File: src/rtl/rock_driver.sv
// Cradle actuator driver: turns latched amplitude/frequency levels into a
// triangular swing (position, direction, PWM) that only retunes at the rest point.
module rock_driver #(
  parameter int PRESCALE = 48000,
  parameter int AMP_UNIT = 50
) (
  input  logic       clk,
  input  logic       reset,
  input  logic [2:0] A,
  input  logic [2:0] F,
  output logic [7:0] pos,
  output logic       dir,
  output logic       pwm,
  output logic       cycle_done,
  output logic       range_err
);

  localparam int PW = (PRESCALE > 1) ? $clog2(PRESCALE) : 1;
  localparam logic [PW-1:0] PS_MAX = PW'(PRESCALE - 1);

  typedef enum logic [1:0] {IDLE, RISE, FALL} state_t;

  state_t        state;
  logic [PW-1:0] ps_cnt;
  logic          tick;
  logic [7:0]    pwm_cnt;
  logic [2:0]    a_l, f_l;
  logic [2:0]    a_new, f_new;
  logic          a_bad, f_bad;
  logic          go;
  logic [7:0]    limit;
  logic [8:0]    sum;

  assign tick  = (ps_cnt == PS_MAX);

  // Out-of-range levels are clamped to the strongest legal level.
  assign a_bad = (A > 3'd4);
  assign f_bad = (F > 3'd4);
  assign a_new = a_bad ? 3'd4 : A;
  assign f_new = f_bad ? 3'd4 : F;
  assign go    = (a_new != 3'd0) && (f_new != 3'd0);

  assign limit = 8'(AMP_UNIT) * {5'd0, a_l};
  // Nine bits so the peak test cannot be fooled by a wrap.
  assign sum   = {1'b0, pos} + {6'd0, f_l};

  always_ff @(posedge clk or posedge reset) begin
    if (reset) begin
      ps_cnt <= '0;
    end else if (tick) begin
      ps_cnt <= '0;
    end else begin
      ps_cnt <= ps_cnt + PW'(1);
    end
  end

  // NOTE: state registers use non-blocking assignments so every flop samples
  // pre-edge values; blocking here would let later statements see new values.
  always_ff @(posedge clk or posedge reset) begin
    if (reset) begin
      pwm_cnt <= 8'd0;
      pwm     <= 1'b0;
    end else begin
      pwm_cnt <= pwm_cnt + 8'd1;
      pwm     <= (pwm_cnt < pos);
    end
  end

  always_ff @(posedge clk or posedge reset) begin
    if (reset) begin
      state      <= IDLE;
      pos        <= 8'd0;
      dir        <= 1'b0;
      cycle_done <= 1'b0;
      range_err  <= 1'b0;
      a_l        <= 3'd0;
      f_l        <= 3'd0;
    end else begin
      cycle_done <= 1'b0;
      if (tick) begin
        case (state)
          IDLE: begin
            a_l <= a_new;
            f_l <= f_new;
            if (a_bad || f_bad) range_err <= 1'b1;
            if (go) begin
              state <= RISE;
              dir   <= 1'b0;
            end
          end
          RISE: begin
            if (sum >= {1'b0, limit}) begin
              pos   <= limit;
              dir   <= 1'b1;
              state <= FALL;
            end else begin
              pos <= sum[7:0];
            end
          end
          FALL: begin
            if (pos <= {5'd0, f_l}) begin
              // Rest point: the only place mid-run level changes are picked up.
              pos        <= 8'd0;
              dir        <= 1'b0;
              cycle_done <= 1'b1;
              a_l        <= a_new;
              f_l        <= f_new;
              if (a_bad || f_bad) range_err <= 1'b1;
              state      <= go ? RISE : IDLE;
            end else begin
              pos <= pos - {5'd0, f_l};
            end
          end
          default: state <= IDLE;
        endcase
      end
    end
  end

endmodule

File: config.mk
export PLATFORM = sky130hd
export DESIGN_NAME = rock_driver
export DESIGN_NICKNAME = d
export VERILOG_FILES = /design/src/rtl/rock_driver.sv
export SDC_FILE = /design/constraint.sdc
export NUM_CORES = 1
export LEC_CHECK = 0
export BUFFER_PORTS_ARGS = -buffer_cell sky130_fd_sc_hd__buf_4
export CORE_ASPECT_RATIO = 1.1
export CORE_UTILIZATION = 60
export DETAILED_ROUTE_END_ITERATION = 16
export PLACE_DENSITY = 0.82
export RECOVER_POWER = 25
export SLEW_MARGIN = 40
export SYNTH_ARGS = -nofsm -noshare
export SYNTH_HDL_FRONTEND = slang
export SYNTH_SLANG_ARGS = --single-unit
File: constraint.sdc
create_clock -name clk -period 3.55 [get_ports clk]
set_input_delay 0.5325 -clock clk [delete_from_list [all_inputs] [get_ports clk]]
set_output_delay 0.5325 -clock clk [all_outputs]
set_load 0.05 [all_outputs]
[Word-level counts from Yosys, hierarchy flattened]
Cells that the tools add are included.
Widths: inputs -> output; s select.
Cells by class
  shifts and indexed selects: 0
  eq/ne operators: 6
  div/mod/pow operators: 0
  bitwise logic cells: 0
  mux-type cells: 25
  reduce and logical (&&, ||, !) cells: 12
  multiply operators: 1
  order comparisons: 5
  add/sub/neg operators: 4
Operators with widths (number)
  $add 16x1->16 const B: 1
  $eq 16x16->1 const B: 1
  $mux 16: 1
  $mux 8: 2
  $pmux 8 s2: 1
  $mux 3: 4
  $pmux 3 s2: 2
  $add 8x3->9: 1
  $ge 9x8->1: 1
  $mux 1: 9
  $reduce_bool 3->1: 3
  $add 8x1->8 const B: 1
  $le 8x3->1: 1
  $lt 8x8->1: 1
  $sub 8x3->8: 1
  $mul 5x3->7 const A: 1
  $gt 3x3->1 const B: 2
  $mux 2: 3
  $ne 2x2->1 const B: 3
  $pmux 2 s3: 1
  $reduce_and 5->1: 1
  $reduce_and 4->1: 1
  $reduce_bool 2->1: 2
  $pmux 1 s3: 1
  other kinds (8): 8
Word-level totals
  register bits after elaboration: 44
  output and inout port bits: 12
  bits in latches: 0
  logic and storage cells: 63
  bits in read-only memories: 0
  bits of input ports: 8
  memories kept: 0
  memory bits (writable): 0

[Depth between registers and ports, before layout]
Gate-level depths: netlist of the first run.
  word-level depth: 7
  depth in mapped cells: 15
  gate-level depth less buffers: 13

[Least setup slack after synthesis of the first run]
No wires, ideal clock.
  kind: flip-flop to flip-flop
  start point: register pos[0]
  end point: register state[0]
  cell stages (with the launch flop): 14
  arrival: 3.296 ns
  clock period less this slack: 3.424 ns
  path slack: 0.126 ns
  cell sequence: dfrtp_1 > ha_1 > fa_1 > nor2b_1 > o2111a_1 > xnor2_1 > ha_1 > a211o_1 > o221ai_1 > a21oi_1 > nor3_2 > buf_6 > a21oi_2 > mux2_1
On the way
  longest elaborated chain between the ends: 4
Ends and longest elaborated chain
  start: declaration: RTL line 11  | output logic [7:0] pos,
  start signal: assignment: RTL line 93  | pos <= limit;
  start signal: assignment: RTL line 97  | pos <= sum[7:0];
  start signal: assignment: RTL line 111  | pos <= pos - {5'd0, f_l};
  $add 8x3->9: RTL line 45  | assign sum = {1'b0, pos} + {6'd0, f_l};
  $ge 9x8->1: RTL line 92  | if (sum >= {1'b0, limit}) begin
  $ne 2x2->1 (no line)
  $reduce_and 4->1 (no line) (*)
  end signal: assignment: RTL line 109  | state <= go ? RISE : IDLE;
  end: declaration: RTL line 23  | state_t state;
Every way passes the cells marked *; elsewhere a longest branch is shown, timed or not.
A chain may end at the register's enable or synchronous reset.

[Worst setup path in the final report of the first run]
Ends and elaborated chain as after synthesis.

==> results.yml, run 1 <==
pwr:
  combPwrFrac: 0.044
  power_density_mw_per_mm2: 280
  ir_drop_mv: 0.289
  p_sw_mw: 0.204
  pwr-share-seq: 0.542
  p_total_mw: 0.931
  intPower_mw: 0.727
  power_frac_clock: 0.414
  swShare: 0.219
  leakage_nw: 1.60
worst_setup_path:
  crit_start: "pos[0]"
  endpoint: "state[0]"
  path_max_fanout: 5
  worst_setup_path_end_kind: "flop"
  startpoint_type: "flop"
  ff2ff_path_depth: 13
  crit_required_ps: 3750
  rrSetupSlack_ps: 220
  r2r-end: "state[0]"
  timing.rr.start: "pos[0]"
  crit_arrival_ps: 3530
  path_class: "reg -> reg"
placed_design:
  dpl.hpwl_um: 4810
  dp_slack_ps: 151
  port_buffers: 19
  dp_cells: 383
  dpl_cell_area_mm2: 0.00319
  gp_congestion: 0.895
grt:
  grt.total_usage: 0.254
  grt_pass1_vias: 2328
  grt_overflow: 0
  antenna_found_initial: 0
  grt_pass1_wl_um: 10700
  grt_max_degree: 31
logic_synthesis:
  synth-seq-cells: 44
  synth_warnings: 0
  avgSynthCellArea_um2: 9.57
  synthTopCellsByArea: "dfrtp_1 (37%), ha_1 (13%), xnor2_1 (5.0%)"
  synth.largest_area_cell: "dfrtp_1"
  postSynthCellCount: 312
  synth.yosys.seq_area_share: 0.369
  synth-edff-count: 0
  synth.cell_area_mm2: 0.00299
  async_flop_share: 1.00
  syn_nets: 352
  synth_ff_type: "dfrtp_1"
  synth.top_cell.area_share: 0.369
  ys_types: 55
sta:
  skew_ps: 8.60
  setup_viol: 0
  hold_violations: 0
  min_period_ps: 3330
  fin_crit_sh: 0.938
  relSlewSlack: -0.0579
  setup-tns-final_ps: 0
  worst_slew_pin_slew_ps: 1590
  rsz0062_at_grt: "no"
  drv_slew: 31
  setup_ws_ps: 220
  fmax_ghz: 0.300
  fin_hold_ws_ps: 201
outcome:
  violations: "max-capacitance violations, max-slew violations"
  outcome: "finished with violations"
clocking:
  numCtsBuffers: 5
  cts_num_sinks: 44
  clock_latency_ps: 310
  cts.path.max_buffers: 2
  htree_levels: 2
  cts_tree: "built"
  hold_buffers: 0
  root_buffer: "clkbuf_8"
  clk_pin_slew_worst_paths_ps: 90
final_layout:
  instances_no_fill: 393
  num-nets-final: 376
  n_antenna_cell: 0
  utilization: 0.704
  layout_commonest_cell: "dfrtp_1"
  design_area_mm2: 0.00332
  final_layout_size_suffix_gt1_frac: 0.142
  final_cell_mix: "dfrtp_1 (44), ha_1 (30), inv_1 (27)"
  syn2layout_area_growth_pct: 11.2
drt:
  drc_errors: 0
  drt_iter0_markers: 196
  wire_per_inst_um: 16.1
  antenna_left: 0
  totalWireLength_um: 6320
  first_pass_iters: 4
  viasPerCell: 6.03
  num_vias: 2370
die:
  dieWidth_um: 69.3
  start_util: 0.633
  io_pins: 20
  die_area_mm2: 0.00526
  rows: 26
  core_mm2: 0.00472
  dieHeight_um: 76.0
flow_run:
  drv_cap: 1
hold_path:
  min_path_type: "in -> async"
-- critical path, cell delays in order (launching register included) --
cell,delay [ps]
dfrtp_1,400
ha_1,240
fa_1,410
nor2b_1,160
o2111a_1,290
xnor2_2,150
ha_1,310
a211o_1,290
o221ai_2,160
a21oi_1,90
nor3_2,170
buf_4,190
a21oi_2,60
mux2_1,310
-- per-layer routing --
layer  global-route usage  routed length (um)  up-vias
met5                    0                   0        -
met4                0.104                 203        0
met3               0.0489                 279       28
met2                0.442                3150       65
met1                0.307                2690     1136
li1                     -                   -     1141
-- synth_stat cells (all sizes together), types with 3 or more instances --
cell,n
dfrtp,44
ha,30
inv,28
nand2,22
nor2,18
a21oi,17
xnor2,17
o21ai,16
nand3,10
nor3,9
xor2,9
buf,8
and3,7
mux2i,7
o31ai,7
nand2b,6
nor4,5
nand4,4
o21bai,4
a21o,3
and2,3
mux2,3
nor2b,3
o21a,3
-- power groups by stage --
stage               Sequential (mW)  Clock (mW)  Combinational (mW)
detailed placement            0.514           0              0.0417
floorplan                     0.517           0              0.0228
global placement              0.514           0              0.0406
global route                  0.505       0.411              0.0466
finish                        0.504       0.385              0.0407
CTS                           0.504       0.388              0.0420
-- cell families after synthesis --
kind of cell             after synthesis  synth area share
buffers and inverters                 38            0.0541
AND/OR/NAND/NOR                       99             0.184
AO/OA/AOI/OAI                         63             0.143
multiplexers                          10            0.0348
XOR/XNOR                              26            0.0763
flip-flops                            44             0.369
adder cells (fa/ha/maj)               32             0.139
-- layout make-up --
| type | count | area (um^2) |
|---|---|---|
| timing repair buffer | 27 | 199 |
| clock buffer | 6 | 72.6 |
| inverter | 28 | 105 |
| tap | 56 | 70.1 |
| sequential | 44 | 1100 |
| fill | 377 | 1400 |
| multi-input combinational | 230 | 1740 |
| clock inverter | 2 | 35.0 |
-- worst min path at each step --
stage	end	depth (start not counted)	slack, ps
after floorplan	ps_cnt[6]	1	440
after global placement	ps_cnt[6]	1	450
after detailed placement	range_err	1	450
after CTS	ps_cnt[5]	2	210
after global routing	ps_cnt[9]	2	230
final	ps_cnt[5]	2	200
-- registers in the layout (all words and copies together) (netlist names) --
register and flops:
a_l 3, cycle_done 1, dir 1, f_l 3, pos 8, ps_cnt 16, pwm 1, pwm_cnt 8
range_err 1, state 2
-- timing repair --
item / CTS / global route
buffers inserted: 0 / 2
endpoints found under the setup margin: 0 / 9
resized for setup: 0 / 2
(Power assumes the default switching activity.)
==> run 2: changes to the inputs <==
--- a/config.mk
+++ b/config.mk
@@ -5,11 +5,13 @@
 export SDC_FILE = /design/constraint.sdc
 export NUM_CORES = 1
 export LEC_CHECK = 0
-export BUFFER_PORTS_ARGS = -buffer_cell sky130_fd_sc_hd__buf_4
+export ABC_AREA = 1
 export CORE_ASPECT_RATIO = 1.1
 export CORE_UTILIZATION = 60
 export DETAILED_ROUTE_END_ITERATION = 16
-export PLACE_DENSITY = 0.82
+export DONT_BUFFER_PORTS = 1
+export MAX_ROUTING_LAYER = met4
+export PLACE_DENSITY = 0.79
 export RECOVER_POWER = 25
 export SLEW_MARGIN = 40
 export SYNTH_ARGS = -nofsm -noshare
==> run 2 against run 1 <==
Effect of this change: the flow still finishes with violations (max-capacitance violations, max-slew violations); non-clock buffer count is 21 lower; global-route usage grew 0.074 points; final cell count is 17% higher; maximum frequency up 12%; cell area up 3.4%; sequential share of layout area shrank 1.1 points; count of clock-buffer cells in the layout increased by 1; worst hold slack improved by 190 ps; utilization shrank 2.7 points; combinational power shrank 59%; routed wire length fell by 0.52%; sequential cell count did not move; largest power group unchanged.
==> results.yml, run 2 <==
logic_synthesis:
  synth-edff-count: 0
  synth.largest_area_cell: "dfrtp_1"
  avgSynthCellArea_um2: 8.20
  syn_nets: 431
  synth_warnings: 0
  async_flop_share: 1.00
  synth.cell_area_mm2: 0.00320
  synth_common_cells: "inv_1 (66), nand2_1 (56), dfrtp_1 (44)"
  synthTopCellsByArea: "dfrtp_1 (34%), ha_1 (12%), inv_1 (7.7%)"
  postSynthCellCount: 391
  synth_most_common_cell: "inv_1"
  synth.top_cell.area_share: 0.344
  ys_types: 39
  synth_ff_type: "dfrtp_1"
  synth.yosys.seq_area_share: 0.344
  synth-seq-cells: 44
sta:
  setup-tns-final_ps: 0
  fin_hold_ws_ps: 396
  min_period_ps: 2980
  hold_violations: 0
  fmax_ghz: 0.335
  drv_slew: 45
  setup_viol: 0
  setup_ws_ps: 568
  skew_ps: 8.08
  fin_crit_sh: 0.840
  worst_slew_pin_slew_ps: 1930
  rsz0062_at_grt: "no"
  relSlewSlack: -0.297
final_layout:
  design_area_mm2: 0.00343
  final_cell_mix: "inv_1 (65), nand2_1 (56), dfrtp_1 (44)"
  layout_commonest_cell: "inv_1"
  n_antenna_cell: 0
  top_register: "ps_cnt"
  final_layout_size_suffix_gt1_frac: 0.149
  num-nets-final: 442
  syn2layout_area_growth_pct: 7.07
  reg_top3: "ps_cnt: 16 flops, pos: 8 flops, pwm_cnt: 8 flops"
  largest_reg_flops: 16
worst_setup_path:
  critical_path.most_common_cell: "nand2_1"
  path_class: "reg -> reg"
  cp_slowest_cell: "fa_1"
  path_max_fanout: 9
  ff2ff_path_depth: 17
  critPathTopFamily: "simple AND/OR/NAND/NOR gates"
  rrSetupSlack_ps: 570
  timing.rr.start: "pos[0]"
  crit_required_ps: 3780
  crit_chain: "ha_1, fa_1, nand3_2, nand2_2, nand2_1, xor2_1, inv_1, ha_1, nand2_1, nor2_1, nand3_1, nand3_2, nor2_4, nand2_4, nand2_1, nand3_1, a21boi_2"
  path_buf_inv: 1
  r2r-end: "pos[2]"
  crit_arrival_ps: 3210
  startpoint_type: "flop"
  max_stage_delay_ps: 430
  worst_setup_path_end_kind: "flop"
outcome:
  violations: "max-capacitance violations, max-slew violations"
  outcome: "finished with violations"
pwr:
  ir_drop_mv: 0.169
  pwr-share-seq: 0.537
  p_sw_mw: 0.187
  combPwrFrac: 0.018
  power_frac_clock: 0.445
  p_total_mw: 0.940
  leakage_nw: 1.90
  power_density_mw_per_mm2: 274
  swShare: 0.199
  intPower_mw: 0.753
drt:
  wl_met3_um: 168
  first_pass_iters: 4
  highest_layer: "met4"
  drt_iter0_markers: 154
  routed-wl-met2_um: 3280
  viasPerCell: 5.40
  num_vias: 2488
  wl_met1_um: 2790
  wire_per_inst_um: 13.6
  drc_errors: 0
  antenna_left: 0
  totalWireLength_um: 6290
grt:
  grt_pass1_wl_um: 10900
  grt.total_usage: 0.255
  grt_overflow: 0
  grt_max_degree: 45
  antenna_found_initial: 0
  grt_pass1_vias: 2413
clocking:
  root_buffer: "clkbuf_8"
  clock_latency_ps: 300
  cts_num_sinks: 44
  numCtsBuffers: 5
  cts_resized: 0
  cts_tree: "built"
  cts.path.max_buffers: 2
  cts_setup_buffers: 0
  clk_pin_slew_worst_paths_ps: 80
  htree_levels: 2
  hold_buffers: 0
die:
  die_area_mm2: 0.00564
  start_util: 0.632
  core_mm2: 0.00507
  dieWidth_um: 71.7
  io_pins: 20
  dieHeight_um: 78.6
  rows: 27
flow_run:
  drv_cap: 1
placed_design:
  dp_slack_ps: 625
  port_buffers: 0
  dpl.hpwl_um: 4950
  dpl_cell_area_mm2: 0.00331
  gp_congestion: 0.943
hold_path:
  hold_start: "F[0]"
  worstHoldPathCells: 2
  hold_end: "f_l[0]"
  min_path_type: "in -> reg"
run 2: power groups by stage:
| stage | clock network [mW] | logic [mW] | registers, mW |
|---|---|---|---|
| 5_1_grt | 0.454 | 0.0199 | 0.505 |
| 3_5_place_dp | 0 | 0.0175 | 0.515 |
| 3_3_place_gp | 0 | 0.0169 | 0.515 |
| 2_1_floorplan | 0 | 0.0133 | 0.515 |
| 6_report | 0.418 | 0.0167 | 0.505 |
| 4_1_cts | 0.425 | 0.0175 | 0.505 |
run 2: layout make-up:
| cell class | instances | area (um^2) |
|---|---|---|
| Multi-Input combinational cell | 271 | 1810 |
| Fill cell | 433 | 1640 |
| Sequential cell | 44 | 1100 |
| Inverter | 74 | 279 |
| Clock buffer | 7 | 96.3 |
| Tap cell | 58 | 72.6 |
| Timing Repair Buffer | 6 | 45.0 |
| Clock inverter | 1 | 30.0 |
run 2: metal layers:
metal  global-route usage  vias up
met3               0.0398        7
met1                0.310     1160
met5                    -        -
met4               0.0647        0
li1                     -     1275
met2                0.442       46
run 2: how the worst max path moves through the flow:
stage,startpoint,to,slack (ps),depth (start not counted)
final,pos[0],pos[2],570,17
after global routing,pos[0],pos[1],320,18
after CTS,pos[0],pos[2],570,17
after detailed placement,pos[0],pos[1],620,18
after global placement,pos[0],pos[1],720,18
after floorplan,pos[0],pos[1],600,18
run 2: cells by family after synthesis:
group	Yosys count	share of synthesized area
buf+inv	76	0.0925
compound gates	53	0.102
simple gates	164	0.273
flops	44	0.344
xor+xnor	22	0.0601
fa+ha+maj	32	0.130
run 2: stage by stage:
stage / std cells / utilization
after floorplan: 391 / -
after CTS: 461 / 0.677
final: 461 / 0.677
after global placement: 453 / 0.652
after global routing: 461 / 0.677
after detailed placement: 453 / 0.652
==> run 3: changes to the inputs <==
--- a/config.mk
+++ b/config.mk
@@ -5,9 +5,9 @@
 export SDC_FILE = /design/constraint.sdc
 export NUM_CORES = 1
 export LEC_CHECK = 0
-export ABC_AREA = 1
+export ABC_AREA = 0
 export CORE_ASPECT_RATIO = 1.1
-export CORE_UTILIZATION = 60
+export CORE_UTILIZATION = 58
 export DETAILED_ROUTE_END_ITERATION = 16
 export DONT_BUFFER_PORTS = 1
 export MAX_ROUTING_LAYER = met4
==> constraint.sdc (replaced) <==
create_clock -name clk -period 2.7 [get_ports clk]
set_input_delay 0.405 -clock clk [delete_from_list [all_inputs] [get_ports clk]]
set_output_delay 0.405 -clock clk [all_outputs]
set_load 0.05 [all_outputs]
==> run 3 against run 2 <==
Effect of this change: the flow finishes with violations (max-capacitance violations, max-slew violations, negative setup slack); total power increased by 19%; via count decreased by 4.4%; die area decreased by 3.5%; clock power decreased by 4%; worst hold slack got worse by 150 ps; count of clock-buffer cells in the layout unchanged; register-to-register slack got worse by 1100 ps; sequential share of layout area decreased by 0.87 points; cell area increased by 3.2%; setup slack got worse by 1100 ps; critical endpoint is now pos[7]; combinational power increased to 2.9 times the previous value.
==> results.yml, run 3 (same netlist as run 1, synthesis figures left out) <==
sta:
  worst_slew_pin_slew_ps: 1910
  relSlewSlack: -0.282
  fmax_ghz: 0.310
  hold_violations: 0
  min_period_ps: 3230
  setup-tns-final_ps: -5370
  fin_crit_sh: 1.19
  drv_slew: 45
  fin_hold_ws_ps: 245
  skew_ps: 10.9
  rsz0062_at_grt: "yes"
  setup_viol: 11
  setup_ws_ps: -526
grt:
  grt.total_usage: 0.276
  grt_overflow: 0
  grt_max_degree: 45
  grt_pass1_wl_um: 11500
  grt_pass1_vias: 2454
  antenna_found_initial: 0
placed_design:
  dpl_cell_area_mm2: 0.00328
  port_buffers: 0
  dp_slack_ps: -431
  gp_congestion: 0.888
  dp_cells: 393
  dpl.hpwl_um: 4900
hold_path:
  min_path_type: "in -> reg"
  hold_start: "A[0]"
  worstHoldPathCells: 2
  hold_end: "a_l[0]"
pwr:
  intPower_mw: 0.861
  swShare: 0.230
  p_sw_mw: 0.257
  p_total_mw: 1.12
  power_density_mw_per_mm2: 316
  combPwrFrac: 0.043
  ir_drop_mv: 0.255
  power_frac_clock: 0.361
  pwr-share-seq: 0.596
  leakage_nw: 1.66
worst_setup_path:
  crit_required_ps: 2880
  r2r-end: "pos[7]"
  path_max_fanout: 5
  worst_setup_path_end_kind: "flop"
  startpoint_type: "flop"
  critPathTopFamily: "compound AO/OA/AOI/OAI gates"
  rrSetupSlack_ps: -530
  crit_chain: "ha_4, fa_2, nor2b_4, o2111a_1, xnor2_2, ha_1, a211o_1, o221ai_2, a21oi_2, nor3_2, buf_6, buf_4, mux2i_1, o21ai_1"
  max_stage_delay_ps: 430
  path_buf_inv: 2
  timing.rr.start: "f_l[0]"
  crit_arrival_ps: 3410
  path_class: "reg -> reg"
  crit_start: "f_l[0]"
  cp_slowest_cell: "dfrtp_1"
  ff2ff_path_depth: 14
final_layout:
  reg_top3: "ps_cnt: 16 flops, pos: 8 flops, pwm_cnt: 8 flops"
  final_layout_size_suffix_gt1_frac: 0.244
  n_antenna_cell: 0
  final_cell_mix: "dfrtp_1 (40), buf_4 (36), ha_1 (29)"
  syn2layout_area_growth_pct: 18.7
  layout_commonest_cell: "dfrtp_1"
  top_register: "ps_cnt"
  largest_reg_flops: 16
  instances_no_fill: 407
  utilization: 0.713
  num-nets-final: 388
  design_area_mm2: 0.00354
drt:
  wire_per_inst_um: 17.1
  wl_met1_um: 3000
  antenna_left: 0
  drc_errors: 0
  totalWireLength_um: 6970
  highest_layer: "met4"
  routed-wl-met2_um: 3570
  drt_iter0_markers: 149
  wl_met3_um: 228
  viasPerCell: 5.84
  num_vias: 2378
  first_pass_iters: 4
flow_run:
  drv_cap: 1
clocking:
  clock_latency_ps: 300
  numCtsBuffers: 5
  cts_num_sinks: 44
  cts.path.max_buffers: 2
  root_buffer: "clkbuf_8"
  htree_levels: 2
  clk_pin_slew_worst_paths_ps: 90
  cts_tree: "built"
die:
  rows: 27
  io_pins: 20
  dieWidth_um: 70.4
  dieHeight_um: 77.2
  start_util: 0.601
  core_mm2: 0.00497
  die_area_mm2: 0.00544
outcome:
  violations: "max-capacitance violations, max-slew violations, negative setup slack"
  outcome: "finished with violations"
==> run 3: worst max path at each step <==
| stage | depth (start not counted) | slack, ps | end |
|---|---|---|---|
| detailed placement | 13 | -430 | state[0] |
| finish | 14 | -530 | pos[7] |
| CTS | 13 | -390 | pos[3] |
| floorplan | 13 | -450 | state[0] |
| global route | 13 | -680 | pos[6] |
| global placement | 13 | -330 | state[0] |
==> run 3: metal layers <==
metal,vias up,track usage
li1,1161,-
met1,1139,0.340
met2,60,0.470
met3,18,0.0355
met4,0,0.0840
met5,-,-
==> run 3: area by class of cell <==
cell class,instances,area (um^2)
clock buffers,7,76.3
clock inverters,1,5.00
multi-input cells,230,1870
repair buffers,39,304
fillers,360,1420
well taps,58,72.6
inverters,28,106
flip-flops and latches,44,1110
==> run 3: power by group through the flow <==
stage                     logic, mW  registers, mW  clock network, mW
final                        0.0483          0.667              0.403
after global placement       0.0438          0.680                  0
after global routing         0.0547          0.667              0.437
after floorplan              0.0307          0.680                  0
after CTS                    0.0461          0.667              0.410
after detailed placement     0.0453          0.680                  0
==> run 3: repair_timing <==
action | CTS | global route
pin swaps | 2 | 2
setup endpoints to repair | 11 | 18
gates resized for setup | 10 | 17
setup buffers | 2 | 4
hold buffers | 0 | 0
